--- config.mk ---
export PLATFORM = sky130hd
export DESIGN_NAME = pattern_hflipper_flat
export DESIGN_NICKNAME = d
export VERILOG_FILES = /design/src/rtl/pattern_hflipper_if.sv /design/src/rtl/pattern_hflipper.sv /design/src/flat_wrapper.sv
export SDC_FILE = /design/constraint.sdc
export NUM_CORES = 1
export LEC_CHECK = 0
export CORE_MARGIN = 3
export CORE_UTILIZATION = 42
export CTS_CLUSTER_SIZE = 16
export DETAILED_ROUTE_END_ITERATION = 7
export MAX_ROUTING_LAYER = met4
export PLACE_DENSITY = 0.82
export SKIP_LAST_GASP = 1
export SYNTH_ARGS = -nofsm -noshare
export SYNTH_HDL_FRONTEND = slang
export SYNTH_SLANG_ARGS = --single-unit
--- constraint.sdc ---
create_clock -name clk -period 1.17 [get_ports clk]
set_clock_uncertainty 0.1 [all_clocks]
set_input_delay 0.1755 -clock clk [delete_from_list [all_inputs] [get_ports clk]]
set_output_delay 0.1755 -clock clk [all_outputs]
set_load 0.1 [all_outputs]
--- src/rtl/pattern_hflipper_if.sv ---
// rtl/pattern_hflipper_if.sv - pattern line stream between line fetch and the flip stage
// The master drives one line per cycle. The slave returns the registered result.
interface pattern_hflipper_if #(
  parameter int LW = 16
) ();
  logic [LW-1:0] line_in;
  logic          hflip;
  logic          in_valid;
  logic [LW-1:0] line_out;
  logic          out_valid;

  modport master (
    output line_in,
    output hflip,
    output in_valid,
    input  line_out,
    input  out_valid
  );

  modport slave (
    input  line_in,
    input  hflip,
    input  in_valid,
    output line_out,
    output out_valid
  );
endinterface

--- src/rtl/pattern_hflipper.sv ---
// rtl/pattern_hflipper.sv - optional horizontal mirror of one packed pattern line, 1-cycle registered
// Pixel order is reversed while the bits within each pixel are kept as they are.
module pattern_hflipper #(
  parameter int PIXELS = 8,
  parameter int BPP    = 2
) (
  input  logic                clk,
  input  logic                rst,
  pattern_hflipper_if.slave   bus
);
  localparam int LW = PIXELS * BPP;

  logic [LW-1:0] w_flipped;
  logic [LW-1:0] w_next;
  logic [LW-1:0] r_line;
  logic          r_valid;

  // Output pixel i (counted from the MSB side) takes input pixel PIXELS-1-i.
  always_comb begin
    w_flipped = '0;
    for (int i = 0; i < PIXELS; i++) begin
      w_flipped[LW-1-i*BPP -: BPP] = bus.line_in[(i+1)*BPP-1 -: BPP];
    end
  end

  assign w_next = bus.hflip ? w_flipped : bus.line_in;

  // Idle cycles leave r_line untouched so undriven inputs never reach the BSM.
  always_ff @(posedge clk or negedge rst) begin
    if (!rst) begin
      r_line  <= '0;
      r_valid <= 1'b0;
    end else begin
      r_valid <= bus.in_valid;
      if (bus.in_valid) begin
        r_line <= w_next;
      end
    end
  end

  assign bus.line_out  = r_line;
  assign bus.out_valid = r_valid;
endmodule

--- src/flat_wrapper.sv ---
// flat-port wrapper written by rule: the top's interface ports become plain ports
module pattern_hflipper_flat 
#(
  parameter int PIXELS = 8,
  parameter int BPP    = 2
)
  (clk, rst, bus_line_in, bus_hflip, bus_in_valid, bus_line_out, bus_out_valid);
  pattern_hflipper_if #(.LW(16)) bus_i ();
  input  logic clk;
  input  logic rst;
  input wire logic [$bits(bus_i.line_in)-1:0] bus_line_in;
  input wire logic [$bits(bus_i.hflip)-1:0] bus_hflip;
  input wire logic [$bits(bus_i.in_valid)-1:0] bus_in_valid;
  output wire logic [$bits(bus_i.line_out)-1:0] bus_line_out;
  output wire logic [$bits(bus_i.out_valid)-1:0] bus_out_valid;
  assign bus_i.line_in = bus_line_in;
  assign bus_i.hflip = bus_hflip;
  assign bus_i.in_valid = bus_in_valid;
  assign bus_line_out = bus_i.line_out;
  assign bus_out_valid = bus_i.out_valid;
  pattern_hflipper #(.PIXELS(PIXELS), .BPP(BPP)) u_core (.clk(clk), .rst(rst), .bus(bus_i));
endmodule
Word-level counts from Yosys, hierarchy flattened:

Index checks and enable logic that the tools add are counted.
Widths: inputs -> output; s select.

* bits of input ports: 20
* register bits: 17

* multiplexer cells: 1

Operator list (count)
* $mux 16: 1

Logic depth before layout (Yosys ltp):

* word-level depth: 1
* gate-level depth with buffers: 4
* mapped depth without buffers: 2

Worst setup path before layout:

OpenSTA, ideal clock, no wires.

* path kind: reg2reg
* start point: register u_core.bus.line_out[13] (netlist name)
* end point: register u_core.r_line[13], in the netlist u_core.bus.line_out[13]
* required time: 0.992 ns
* path slack: -0.135 ns
* arrival: 1.128 ns
* cell stages (with the launch flop): 3
* setup time: 0.078 ns
* path through: dfrtp_1 > nor2_1 > a21oi_1

RTL lines
* end signal: assignment: line pattern_hflipper.sv:36 `r_line <= w_next;`
* end: declaration: line pattern_hflipper.sv:15 `logic [LW-1:0] r_line;`

Worst setup path in the final report:

* start point: register u_core.r_line[11], in the netlist u_core.bus.line_out[11]
* end point: output port bus_line_out[11]

RTL lines
* end: declaration: line flat_wrapper.sv:14 `output wire logic [$bits(bus_i.line_out)-1:0] bus_line_out;`

No word-level cell between the ends.

==> run summary <==
Status -> finished with violations
Failing checks -> setup timing
Average size of a mapped cell -> 11.0 sq um
HP Class -> input port to async pin
Top cell type's share of synthesized area -> 55.2%
Antenna cells -> 0
R2R Path Start -> u_core.bus.line_out[8]
PortBufs -> 36
Leak -> 0.612 nW
Synth top area cells -> dfrtp_1 (55%), mux2i_1 (21%), a21oi_1 (10%), nor2_1 (7.8%), buf_12 (2.6%)
RSZ-0062 raised after global routing -> yes
1st-iter DRT viols -> 1
DP HPWL -> 1520 um
Post-synthesis sequential area ratio -> 55.2%
Most frequently used flop master after synthesis -> dfrtp_1
CTS Sinks -> 17
DRC errors left -> 0
Power density cells -> 1420 nW/um^2
Fill cell count -> 82
Yosys reg bits -> 17
Area grow syn2layout -> 81.2%
Worst path cell trace -> buf_12
CP Depth -> 1
Worst setup SP type -> register
FP Rows -> 14
Synthesized area -> 771 sq um
Clock Tree Root -> clkbuf_4
Die width -> 48.8 um
Worst EP required -> 0.89 ns
Top-count cell post-synth -> dfrtp_1
Post-synthesis mux area share -> 20.8%
Synth Area in Compound Gates -> 10.4%
Gr usage total -> 20.0%
Number of synthesized flops with an enable pin -> 0
Finished Layout Cells -> 134
Most frequent cells after synthesis -> dfrtp_1 (17), a21oi_1 (16), mux2i_1 (16), nor2_1 (16), buf_2 (2)
Crit share post-route -> 101%
Post-synth ARST share -> 100%
Post-Synth Simple-Gate Area -> 7.79%
Die height -> 48.8 um
Largest family of logic cells by synthesized area -> multiplexers
Clk buf depth -> 2
Number of synthesis warnings -> 0
Worst Reg-to-Reg Cells -> 3
XOR/XNOR share of the synthesized area -> 0%
CTS Hold Bufs -> 0
Routed length per instance -> 15.0 um
Synth Area in Adders -> 0%
Routed wire length -> 2000 um
Slew HR -> 85.1%
Number of distinct library cells after synthesis -> 8
Max-cap viol count -> 0
IO Pins -> 37
Starting density of the core -> 47.8%
Placed cell count -> 128
Clk Latency, worst-skew pair -> 0.28 ns
PnR worst setup slack -> -0.0172 ns
Cell taking the most area after synthesis -> dfrtp_1
Share of cells above drive strength 1 -> 38.2%
Syn nets -> 90
First-pass GRT wire length -> 3590 um
Max Clock Freq -> 842 MHz
FF-to-FF setup slack -> 0.25 ns
DR vias -> 685
Initial antenna violation count -> 0
Worst VDD drop -> 1.18 mV
Critical Path End Type -> output port
Worst Path Buf+Inv -> 1
First-pass detailed-route iteration total -> 4
Worst Path Max Fanout -> 2
Final hold vios -> 0
Crit path kind -> register to output port
Gate Count Post-Synth -> 70
Minimum clock period -> 1.19 ns
Clock buffer count from CTS -> 3
Total power -> 1.99 mW
Total core area -> 1610 sq um
Slew Limit Fails -> 0
Via-per-instance ratio -> 5.11
GRT overflow -> 0
Crit path DAT -> 0.91 ns
Delay-heaviest family, CP -> flip-flops
CP max stage cell -> dfrtp_2
GPL Wtd Cong -> 0.722
Crit path from -> u_core.bus.line_out[11]
WHS -> 0.101 ns
CTS tree -> built
Vias in the first global route -> 736
Remaining antenna violation count after routing -> 0
Die ar. -> 2380 sq um
Worst slew pin tran -> 0.223 ns
H-tree Lvls -> 1
Largest net degree at the start of global routing -> 34
Crit-path max cell delay -> 0.45 ns
Final #Nets -> 131
Clock Pin Slew Worst Setup and Hold Paths -> 0.11 ns
Worst Setup EP -> bus_line_out[11]
Reg2Reg Capture Point -> u_core.bus.line_out[8]
Final setup viols -> 11
metal layers:
metal / track usage, % / up-vias / part of all wire, %
met5: - / - / 0
met4: 4.27 / 0 / 0.70
met3: 5.20 / 2 / 4.4
met2: 32.6 / 18 / 53
met1: 25.0 / 339 / 42
li1: - / 326 / -
kinds of logic after synthesis:
group	count (synthesis)
DFF	17
AOI/OAI and AO/OA	16
muxes	16
and+or+nand+nor	16
buffers and inverters	5
state kept, by name, indices dropped and copies added, names as in the netlist:
name                  flops
u_core.bus.line_out      16
u_core.bus.out_valid      1
metrics by stage:
stage	util (%)	setup TNS (ns)	area, sq um	worst slack, ns
after CTS	86.6	-0.198	1400	-0.0236
after detailed placement	84.0	-3.56	1350	-0.271
after floorplan	-	0	791	0.0112
after global placement	84.0	-3.01	1350	-0.214
after global routing	86.6	-0.701	1400	-0.0583
final	86.6	-0.111	1400	-0.0172
power by group:
part | internal, mW | switching [mW]
clock | 0.127 | 0.193
combinational | 0.362 | 0.580
sequential | 0.659 | 0.0676
total | 1.15 | 0.840
worst min-delay path by stage:
stage / end / depth (start not counted) / from
detailed placement: u_core.bus.line_out[15] / 2 / rst
finish: u_core.bus.line_out[4] / 2 / rst
global placement: u_core.bus.line_out[15] / 2 / rst
CTS: u_core.bus.line_out[10] / 2 / rst
global route: u_core.bus.line_out[12] / 2 / rst
floorplan: u_core.bus.line_out[0] / 0 / rst
layout make-up:
class	count	area [sq um]	share of cell area, %
Timing Repair Buffer	41	593	42.5
Clock inverter	1	5.00	0.358
Multi-Input combinational cell	48	300	21.5
Sequential cell	17	445	31.9
Tap cell	24	30.0	2.15
Clock buffer	3	22.5	1.61
timing repair:
action | in CTS | in global routing
endpoints found under the setup margin | 14 | 16
hold endpoints to repair | 0 | 0
setup buffers | 2 | 0
resized for setup | 0 | 0
placed cells by master (no fill, tap or decap):
| master | instances |
|---|---|
| buf_12 | 19 |
| clkbuf_4 | 3 |
| mux2i_1 | 16 |
| buf_4 | 3 |
| clkdlybuf4s50_1 | 19 |
| clkinv_2 | 1 |
| dfrtp_2 | 16 |
| a21oi_1 | 16 |
| dfrtp_1 | 1 |
| nor2_1 | 16 |
(Power assumes the default switching activity.)
